File: config.mk
export PLATFORM = sky130hd
export DESIGN_NAME = bcd_vote_converter_flat
export DESIGN_NICKNAME = d
export VERILOG_FILES = /design/src/rtl/bcd_vote_converter_if.sv /design/src/rtl/bcd_vote_converter.sv /design/src/flat_wrapper.sv
export SDC_FILE = /design/constraint.sdc
export NUM_CORES = 1
export LEC_CHECK = 0
export BUFFER_PORTS_ARGS = -buffer_cell sky130_fd_sc_hd__buf_2
export CORE_ASPECT_RATIO = 1.25
export CORE_MARGIN = 10
export CORE_UTILIZATION = 30
export DETAILED_ROUTE_END_ITERATION = 10
export GPL_TIMING_DRIVEN = 0
export PLACE_DENSITY = 0.5
export SKIP_LAST_GASP = 1
export SLEW_MARGIN = 40
export SYNTH_ARGS = -nofsm -noshare
export SYNTH_HDL_FRONTEND = slang
export SYNTH_SLANG_ARGS = --single-unit
File: constraint.sdc
create_clock -name clk_100MHz -period 1.3 [get_ports clk_100MHz]
set_input_delay 0.26 -clock clk_100MHz [delete_from_list [all_inputs] [get_ports clk_100MHz]]
set_output_delay 0.26 -clock clk_100MHz [all_outputs]
set_load 0.05 [all_outputs]
File: src/rtl/bcd_vote_converter_if.sv
// Handshake and digit bundle between the vote tally logic and the BCD converter.
// The master requests conversions and consumes the digits; the slave is the converter.
interface bcd_vote_converter_if #(
    parameter int BIN_WIDTH = 14
);
    logic                 start;
    logic [BIN_WIDTH-1:0] bin_in;
    logic                 busy;
    logic                 done;
    logic                 overflow;
    logic [3:0]           ones;
    logic [3:0]           tens;
    logic [3:0]           hundreds;
    logic [3:0]           thousands;

    modport master (
        output start, bin_in,
        input  busy, done, overflow, ones, tens, hundreds, thousands
    );

    modport slave (
        input  start, bin_in,
        output busy, done, overflow, ones, tens, hundreds, thousands
    );
endinterface

File: src/rtl/bcd_vote_converter.sv
// Sequential double-dabble binary-to-BCD converter feeding the 4-digit display.
// Digits are registered and only change on the done edge, so the display never sees partial results.
module bcd_vote_converter #(
    parameter int BIN_WIDTH = 14
) (
    input logic                 clk_100MHz,
    input logic                 reset_n,
    bcd_vote_converter_if.slave bus
);
    localparam int SCR_W = 16 + BIN_WIDTH;
    localparam int CNT_W = $clog2(BIN_WIDTH + 1);

    typedef enum logic [1:0] {IDLE, SHIFT, DONE} state_t;

    state_t           state;
    state_t           state_next;
    logic [SCR_W-1:0] scratch;
    logic [SCR_W-1:0] adjusted;
    logic [CNT_W-1:0] count;
    logic             ovf_pending;

    always_ff @(posedge clk_100MHz or negedge reset_n) begin
        if (!reset_n) state <= IDLE;
        else          state <= state_next;
    end

    always_comb begin
        state_next = state;
        case (state)
            IDLE:    if (bus.start) state_next = SHIFT;
            SHIFT:   if (count == CNT_W'(1)) state_next = DONE;
            DONE:    state_next = IDLE;
            default: state_next = IDLE;
        endcase
    end

    assign bus.busy = (state != IDLE);

    // Add-3 stays inside each nibble; the 4-bit sum wraps so no carry reaches the neighbour.
    always_comb begin
        adjusted = scratch;
        for (int i = 0; i < 4; i++) begin
            if (scratch[BIN_WIDTH + 4*i +: 4] >= 4'd5)
                adjusted[BIN_WIDTH + 4*i +: 4] = scratch[BIN_WIDTH + 4*i +: 4] + 4'd3;
        end
    end

    always_ff @(posedge clk_100MHz or negedge reset_n) begin
        if (!reset_n) begin
            scratch       <= '0;
            count         <= '0;
            ovf_pending   <= 1'b0;
            bus.done      <= 1'b0;
            bus.overflow  <= 1'b0;
            bus.ones      <= 4'd0;
            bus.tens      <= 4'd0;
            bus.hundreds  <= 4'd0;
            bus.thousands <= 4'd0;
        end else begin
            bus.done <= 1'b0;
            case (state)
                IDLE: begin
                    if (bus.start) begin
                        scratch     <= {16'd0, bus.bin_in};
                        count       <= CNT_W'(BIN_WIDTH);
                        ovf_pending <= (32'(bus.bin_in) > 32'd9999);
                    end
                end
                SHIFT: begin
                    scratch <= adjusted << 1;
                    count   <= count - CNT_W'(1);
                end
                DONE: begin
                    // Out-of-range values blank the display with all-F digits.
                    bus.done     <= 1'b1;
                    bus.overflow <= ovf_pending;
                    if (ovf_pending) begin
                        bus.thousands <= 4'hF;
                        bus.hundreds  <= 4'hF;
                        bus.tens      <= 4'hF;
                        bus.ones      <= 4'hF;
                    end else begin
                        bus.thousands <= scratch[SCR_W-1  -: 4];
                        bus.hundreds  <= scratch[SCR_W-5  -: 4];
                        bus.tens      <= scratch[SCR_W-9  -: 4];
                        bus.ones      <= scratch[SCR_W-13 -: 4];
                    end
                end
                default: ;
            endcase
        end
    end
endmodule

File: src/flat_wrapper.sv
// flat-port wrapper written by rule: the top's interface ports become plain ports
module bcd_vote_converter_flat 
#(
    parameter int BIN_WIDTH = 14
)
  (clk_100MHz, reset_n, bus_start, bus_bin_in, bus_busy, bus_done, bus_overflow, bus_ones, bus_tens, bus_hundreds, bus_thousands);
  bcd_vote_converter_if #(.BIN_WIDTH(BIN_WIDTH)) bus_i ();
  input logic clk_100MHz;
  input logic reset_n;
  input wire logic [$bits(bus_i.start)-1:0] bus_start;
  input wire logic [$bits(bus_i.bin_in)-1:0] bus_bin_in;
  output wire logic [$bits(bus_i.busy)-1:0] bus_busy;
  output wire logic [$bits(bus_i.done)-1:0] bus_done;
  output wire logic [$bits(bus_i.overflow)-1:0] bus_overflow;
  output wire logic [$bits(bus_i.ones)-1:0] bus_ones;
  output wire logic [$bits(bus_i.tens)-1:0] bus_tens;
  output wire logic [$bits(bus_i.hundreds)-1:0] bus_hundreds;
  output wire logic [$bits(bus_i.thousands)-1:0] bus_thousands;
  assign bus_i.start = bus_start;
  assign bus_i.bin_in = bus_bin_in;
  assign bus_busy = bus_i.busy;
  assign bus_done = bus_i.done;
  assign bus_overflow = bus_i.overflow;
  assign bus_ones = bus_i.ones;
  assign bus_tens = bus_i.tens;
  assign bus_hundreds = bus_i.hundreds;
  assign bus_thousands = bus_i.thousands;
  bcd_vote_converter #(.BIN_WIDTH(BIN_WIDTH)) u_core (.clk_100MHz(clk_100MHz), .reset_n(reset_n), .bus(bus_i));
endmodule
# Word-level counts from Yosys, hierarchy flattened
# Cells that the tools add are included.
# totals
regBits	55
mem_bits_rw	0
inputBits	17
mem_count	0
mem_bits_ro	0
latchBits	0
# op_classes
bitwise_logic	0
n_mux	16
n_eq_ne	5
n_addsub	5
n_lt_le_gt_ge	5
shift	0
reduce_logical	6
n_div	0
multipliers	0
# op_table
cell	n
$pmux W30 S2	1
$mux W4	8
$mux W30	1
$ge A4 B3 Y1 const B	4
$gt A14 B14 Y1 const B	1
$add A4 B2 Y4 const B	3
$pmux W4 S2	1
$reduce_and A2 Y1	3
$eq A4 B1 Y1 const B	1
$mux W2	2
$pmux W2 S2	1
$reduce_bool A2 Y1	2
$sub A4 B1 Y4 const B	1
$add A3 B2 Y3 const B	1
$mux W3	1
$eq A2 B1 Y1 const B	1
$eq A2 B2 Y1 const B	1
$logic_not A2 Y1	1
$ne A2 B1 Y1 const B	1
$ne A2 B2 Y1 const B	1
$mux W1	1

# Logic depth before layout (Yosys ltp)
# Gate-level depths: netlist (run 1).
# depth
word_depth	3
mapped_depth	6

# Worst setup path before layout (run 1)
# OpenSTA, ideal clock, no wires.
# synth_path
kind	reg-to-reg
startpoint	register u_core.state[1]
endpoint	register u_core.scratch[10]
stages_incl_launch_ff	6
setup_time_ps	131
setup_slack_ps	-2
arrival_time_ps	1170
period_less_slack_ps	1302
path_buffers	2
path_cell_list	dfrtp_1 -> nor3b_2 -> buf_6 -> buf_12 -> mux2i_1 -> o21ai_1
# synth_between
elab_chain_cells	3
# synth_rtl
element	line	text
start, declared	bcd_vote_converter.sv:15	state_t state;
start signal, assigned	bcd_vote_converter.sv:24	else state <= state_next;
$eq A2 B1 Y1 or $logic_not A2 Y1 (tied branches)	bcd_vote_converter.sv:61	case (state)
$reduce_bool A2 Y1 (no line) or $ne A2 B2 Y1 (tied branches)	--	
$reduce_and A2 Y1 (no line)	--	
end signal, assigned	bcd_vote_converter.sv:64	scratch <= {16'd0, bus.bin_in};
end signal, assigned	bcd_vote_converter.sv:70	scratch <= adjusted << 1;
end, declared	bcd_vote_converter.sv:17	logic [SCR_W-1:0] scratch;
# Parallel ways exist; a longest one is shown, timed or not.
# A chain may end at the register's enable or synchronous reset.

# Final worst setup path (run 1)
# layout_path
startpoint	register u_core.state[1]
endpoint	output bus_busy
# layout_between
elab_chain_cells	1
# layout_rtl
element	line	text
$reduce_bool A2 Y1	bcd_vote_converter.sv:37	assign bus.busy = (state != IDLE);
end, declared	flat_wrapper.sv:12	output wire logic [$bits(bus_i.busy)-1:0] bus_busy;
# No other way between the ends.

==> results.toml, run 1 <==
[synthesis]
synth_fa_ha_area_share_pct = 4.593
synth_compound_area_share_pct = 19.25
synth_top_family_by_area = "compound AO/OA/AOI/OAI gates"
yosys.area.top_type_share_pct = 50.53
synth-edff-count = 0
yosysSeqAreaShare_pct = 50.53
netlist_top_cells_area = "dfrtp_1 51%, o21ai_0 5.9%, nand2_1 5.8%"
synth_top_cell_by_area = "dfrtp_1"
synth-simple-area-share_pct = 13.23
synth_fp_nets = 302
syn_area_per_cell_sq_um = 9.905
synth_top_cells_by_count = "55 x dfrtp_1, 42 x nand2_1, 32 x o21ai_0"
synth-main-ff-cell = "dfrtp_1"
synth.most_common_cell = "dfrtp_1"
ys.warnings.count = 0
synthMuxAreaShare_pct = 4.410
ys_ff_latch = 55
synthXorXnorAreaFrac_pct = 0.9646
syn_area_sq_um = 2724
async_flop_share_pct = 100.0
ys_types = 36
synthCells = 275

[timing]
setup_ws_ns = -0.09468
fmax_mhz = 717.0
setup_tns_ns = -0.7807
slew_violations = 0
period_share_pct = 107.3
hold_viol_final = 10
hold_slack_ns = -0.008899
period_needed_ns = 1.395
relSlewSlack_pct = 53.35
worst_pin_slew_ns = 0.6997
skew_ns = 0.007297
rsz0062_at_grt = "yes"
setup_viol = 24

[drt]
drtPass1Iterations = 4
vias = 2203
routedWlPerCell_um = 14.16
via_per_inst = 4.748
drcViolationCount = 0
drt-total-wl_um = 6569
antenna_left = 0
drt-initial-drc-count = 56

[cells_and_area]
layout.cells.non_filler = 464
drive_above_1_share_pct = 37.50
register_area_sq_um = 1378
multi_input_area_sq_um = 1381
antenna_cells = 0
syn_to_final_growth_pct = 34.63
nets = 370
fillers = 864

[floorplan]
num_rows = 38
die_w_um = 105.2
core_area_sq_um = 8796
initial_core_util_pct = 30.97
io_pins = 36
die-area_sq_um = 13310
die_h_um = 126.5

[global_route]
track_usage_pct = 9.745
grt.overflow.total = 0
antenna_found_initial = 0
grt_max_degree = 56
grt_pass1_wl_um = 11120
grt_pass1_vias = 2324

[clocking]
worstSkewPairLatency_ns = 0.31
cts.sinks = 55
htree_levels = 2
cts_tree = "built"
clock_path_buffers = 2
cts_made_buffers = 5
clock-root-buffer = "clkbuf_8"
path_clk_slew_ns = 0.10

[worst_setup_path]
startpoint_type = "flop"
reg2reg_slack_ns = -0.06
worstSetupPathType = "flop to output port"
crit_start = "u_core.state[1]"
timing.rr.start = "u_core.state[0]"
worstPathRequired_ns = 1.04
rr_worst_depth = 6
crit_fanout = 8
cp_data_arrival_time_ns = 1.13
end_kind = "output port"

[worst_hold_path]
hold_class = "primary input to async pin"

[status]
status = "finished with violations"
violations = "hold timing, setup timing"

[placed_design]
io_buffers = 35
dp_slack_ns = -0.1389
place_congestion = 0.7749
dpl.hpwl_um = 4406
dp_cells = 430

[pwr]
total_leakage_power_nw = 1.691
pwr_density_cell_nw_per_um2 = 2392
ir_worst_vdd_v = 0.0009701

[job]
drv_cap = 0
==> state kept, by name, indices dropped and copies added, names as in the netlist <==
register              cells
u_core.count              4
u_core.bus.overflow       1
u_core.bus.hundreds       4
u_core.state              2
u_core.bus.ones           4
u_core.bus.thousands      4
u_core.bus.tens           4
u_core.bus.done           1
u_core.ovf_pending        1
u_core.scratch           30
==> worst max-delay path, stage by stage, from the launching register on <==
cell     delay, ns
dfrtp_2       0.50
nor2_4        0.15
inv_2         0.04
buf_6         0.14
==> power by group <==
part / total (W) / internal, W / switching [W]
logic: 0.00510 / 0.00230 / 0.00280
clock network: 0.000940 / 0.000378 / 0.000561
registers: 0.00273 / 0.00229 / 0.000445
total: 0.00877 / 0.00496 / 0.00381
==> cell usage in the layout, fill, tap and decap left out, drive strengths merged, types with 3 or more instances in the layout <==
master	count
nor2b	5
o211ai	4
dfrtp	55
o21a	4
xnor2	3
o31ai	5
nand2b	6
inv	21
o21ai	38
nor2	18
ha	10
and3	4
o2111ai	8
mux2i	12
a21oi	3
o221ai	4
o32ai	3
nand2	42
buf	75
clkbuf	8
a32o	4
==> layout make-up <==
type | instances | area share, %
buffer | 15 | 4.231
timing repair buffer | 62 | 11.98
inverter | 21 | 2.149
clock inverter | 2 | 0.3412
multi-input combinational | 183 | 37.67
clock buffer | 6 | 1.979
sequential | 55 | 37.56
tap | 120 | 4.094
==> per-layer routing <==
layer / track usage [%] / part of all wire, % / wire (um) / vias up
met5: 0 / 0 / 0 / -
li1: - / - / - / 1092
met2: 15.47 / 46 / 3036 / 57
met3: 3.293 / 6.5 / 426 / 11
met4: 2.589 / 1.8 / 121 / 0
met1: 12.35 / 45 / 2984 / 1043
==> per-stage QoR <==
stage	area (sq um)	power, W	hold WS, ns	utilization, %
finish	3667	0.008772	-0.008899	41.69
global route	3667	0.009513	0.03743	41.69
CTS	3471	0.008294	0.01878	39.46
detailed placement	3053	0.006468	0.3640	34.71
global placement	3050	0.006420	0.4578	34.68
floorplan	2725	0.005523	-0.03559	-
==> path summary, 6_finish.rpt <==
kind,end
min in group clk_100MHz,u_core.scratch[0]
setup reg to reg,u_core.scratch[7]
max in group asynchronous,u_core.state[1]
hold reg to reg,u_core.bus.tens[1]
hold / removal,u_core.bus.thousands[1]
setup / recovery,bus_busy
==> cells by family after synthesis <==
group,count (synthesis)
flip-flops,55
adder cells (fa/ha/maj),10
AND/OR/NAND/NOR,79
XOR/XNOR,3
multiplexers,12
AO/OA/AOI/OAI,79
buffers and inverters,37
==> timing repair <==
action	CTS	global route
pin swaps	9	12
setup endpoints to repair	39	54
resized for setup	47	55
gates cloned	1	1
hold buffers	0	0
setup buffers	23	4
Power figures use the tool's default switching activity.
==> run 2, diff against run 1 <==
Settings changed: CORE_UTILIZATION 30 to 51, CTS_CLUSTER_SIZE from default to 16, PLACE_DENSITY 0.5 to 0.76.
==> results.toml, run 2 (synthesis results as in run 1) <==
[pwr]
pwr_density_cell_nw_per_um2 = 2525
seq_power_share_pct = 30.0
power.clock.fraction_pct = 13.5
ir_worst_vdd_v = 0.001282
p_total_w = 0.009078
intPower_w = 0.005185
swShare_pct = 42.88
total_leakage_power_nw = 1.699
switching_power_w = 0.003893
comb_power_share_pct = 56.5

[timing]
setup_ws_ns = -0.1181
rsz0062_at_grt = "yes"
hold_viol_final = 0
hold_slack_ns = 0.1783
skew_ns = 0.009615
setup_viol = 26
period_needed_ns = 1.418
period_share_pct = 109.1
worst_pin_slew_ns = 0.6898
fmax_mhz = 705.2
relSlewSlack_pct = 54.01
slew_violations = 0

[worst_setup_path]
worstPathRequired_ns = 1.50
worst_path_max_delay_cell = "dfrtp_2"
worstSetupPathType = "flop to flop"
end_kind = "flop"
crit_fanout = 8
critical-path-max-stage-delay_ns = 0.49
path_cells = "nor3b_2 -> buf_6 -> buf_12 -> mux2i_1 -> o21ai_1"
startpoint_type = "flop"
cp_data_arrival_time_ns = 1.62

[worst_hold_path]
hold_class = "primary input to flop"

[cells_and_area]
multi_input_area_sq_um = 1329
design_area_sq_um = 3595
largest_register = "u_core.scratch"
final_cell_mix = "54 x dfrtp_1, 42 x nand2_1, 34 x buf_2, 27 x buf_4"
drive_above_1_share_pct = 35.92
antenna_cells = 0
register_area_sq_um = 1378
syn_to_final_growth_pct = 31.97
fillers = 360
largest_reg_flops = 30
nets = 374
final_common_cell = "dfrtp_1"
layout.cells.non_filler = 410

[drt]
via_per_inst = 5.666
wl_met1_um = 2775
drcViolationCount = 0
drtPass1Iterations = 4
drt-initial-drc-count = 134
met2WireLength_um = 3470
routedWlPerCell_um = 16.37
dr_wl_met3_um = 360
antenna_left = 0
dr.max_layer_used = "met4"
drt-total-wl_um = 6711
vias = 2323

[placed_design]
dpl-instance-area_sq_um = 2980
dp_slack_ns = -0.1497
place_congestion = 0.8262
dp_cells = 372
dpl.hpwl_um = 4120
io_buffers = 35

[floorplan]
num_rows = 29
die-area_sq_um = 8682
die_h_um = 101.7
core_area_sq_um = 5116
io_pins = 36
initial_core_util_pct = 53.24
die_w_um = 85.37

[clocking]
cts_made_buffers = 5
htree_levels = 2
clock_path_buffers = 2
clock-root-buffer = "clkbuf_8"
cts.sinks = 55
worstSkewPairLatency_ns = 0.31
cts_tree = "built"
path_clk_slew_ns = 0.10

[global_route]
antenna_found_initial = 0
grt_max_degree = 56
grt.overflow.total = 0
grt_pass1_wl_um = 10830
grt_pass1_vias = 2350
track_usage_pct = 14.94

[status]
status = "finished with violations"
violations = "setup timing"

[job]
drv_cap = 0
## run 2: power groups by stage
| stage | registers, W | logic [W] | clock network (W) |
|---|---|---|---|
| finish | 0.00272 | 0.00513 | 0.00122 |
| CTS | 0.00267 | 0.00440 | 0.00123 |
| global placement | 0.00272 | 0.00357 | 0 |
| detailed placement | 0.00275 | 0.00368 | 0 |
| global route | 0.00279 | 0.00561 | 0.00128 |
| floorplan | 0.00314 | 0.00238 | 0 |
## run 2: path summary, 6_finish.rpt
check / startpoint / to / slack [ns] / cells after the start
setup / recovery: u_core.state[1] / u_core.scratch[11] / -0.12 / 5
hold / removal: bus_bin_in[0] / u_core.scratch[0] / 0.18 / 2
setup reg to reg: u_core.state[1] / u_core.scratch[11] / -0.12 / 5
hold reg to reg: u_core.bus.ones[3] / u_core.bus.ones[3] / 0.48 / 2
max in group asynchronous: reset_n / u_core.state[1] / 0.27 / 2
min in group asynchronous: reset_n / u_core.bus.hundreds[3] / 0.51 / 2
## run 2: area by class of cell
type / count / area share [%]
Sequential cell: 55 / 38.32
Multi-Input combinational cell: 183 / 36.96
Timing Repair Buffer: 66 / 12.39
Buffer: 15 / 4.594
Clock buffer: 6 / 2.297
Inverter: 21 / 2.193
Tap cell: 62 / 2.158
Clock inverter: 2 / 1.079
## run 2: critical path, delay by kind of cell, from the launching register on
family,cells,cell delay (ns)
flip-flops,1,0.49
buffers and inverters,2,0.28
AND/OR/NAND/NOR,1,0.23
multiplexers,1,0.21
AO/OA/AOI/OAI,1,0.10
## run 2: through the flow
stage                     util [%]  TNS (ns)
after global placement       58.20    -5.158
after floorplan                  -         0
final                        70.26   -0.9633
after global routing         70.26    -2.678
after detailed placement     58.25    -2.517
after CTS                    66.10   -0.4849
## run 2: repair_timing
action / 4_1_cts / 5_1_grt
hold buffers: 1 / 0
endpoints found under the setup margin: 38 / 50
gates resized for setup: 39 / 50
pin swaps: 9 / 11
endpoints found under the hold margin: 15 / 0
buffers inserted: 23 / 7
## run 2: layer usage
metal	up-vias	GRT usage, %
li1	1109	-
met3	11	4.096
met2	62	25.69
met4	0	5.838
met5	-	0
met1	1141	17.19
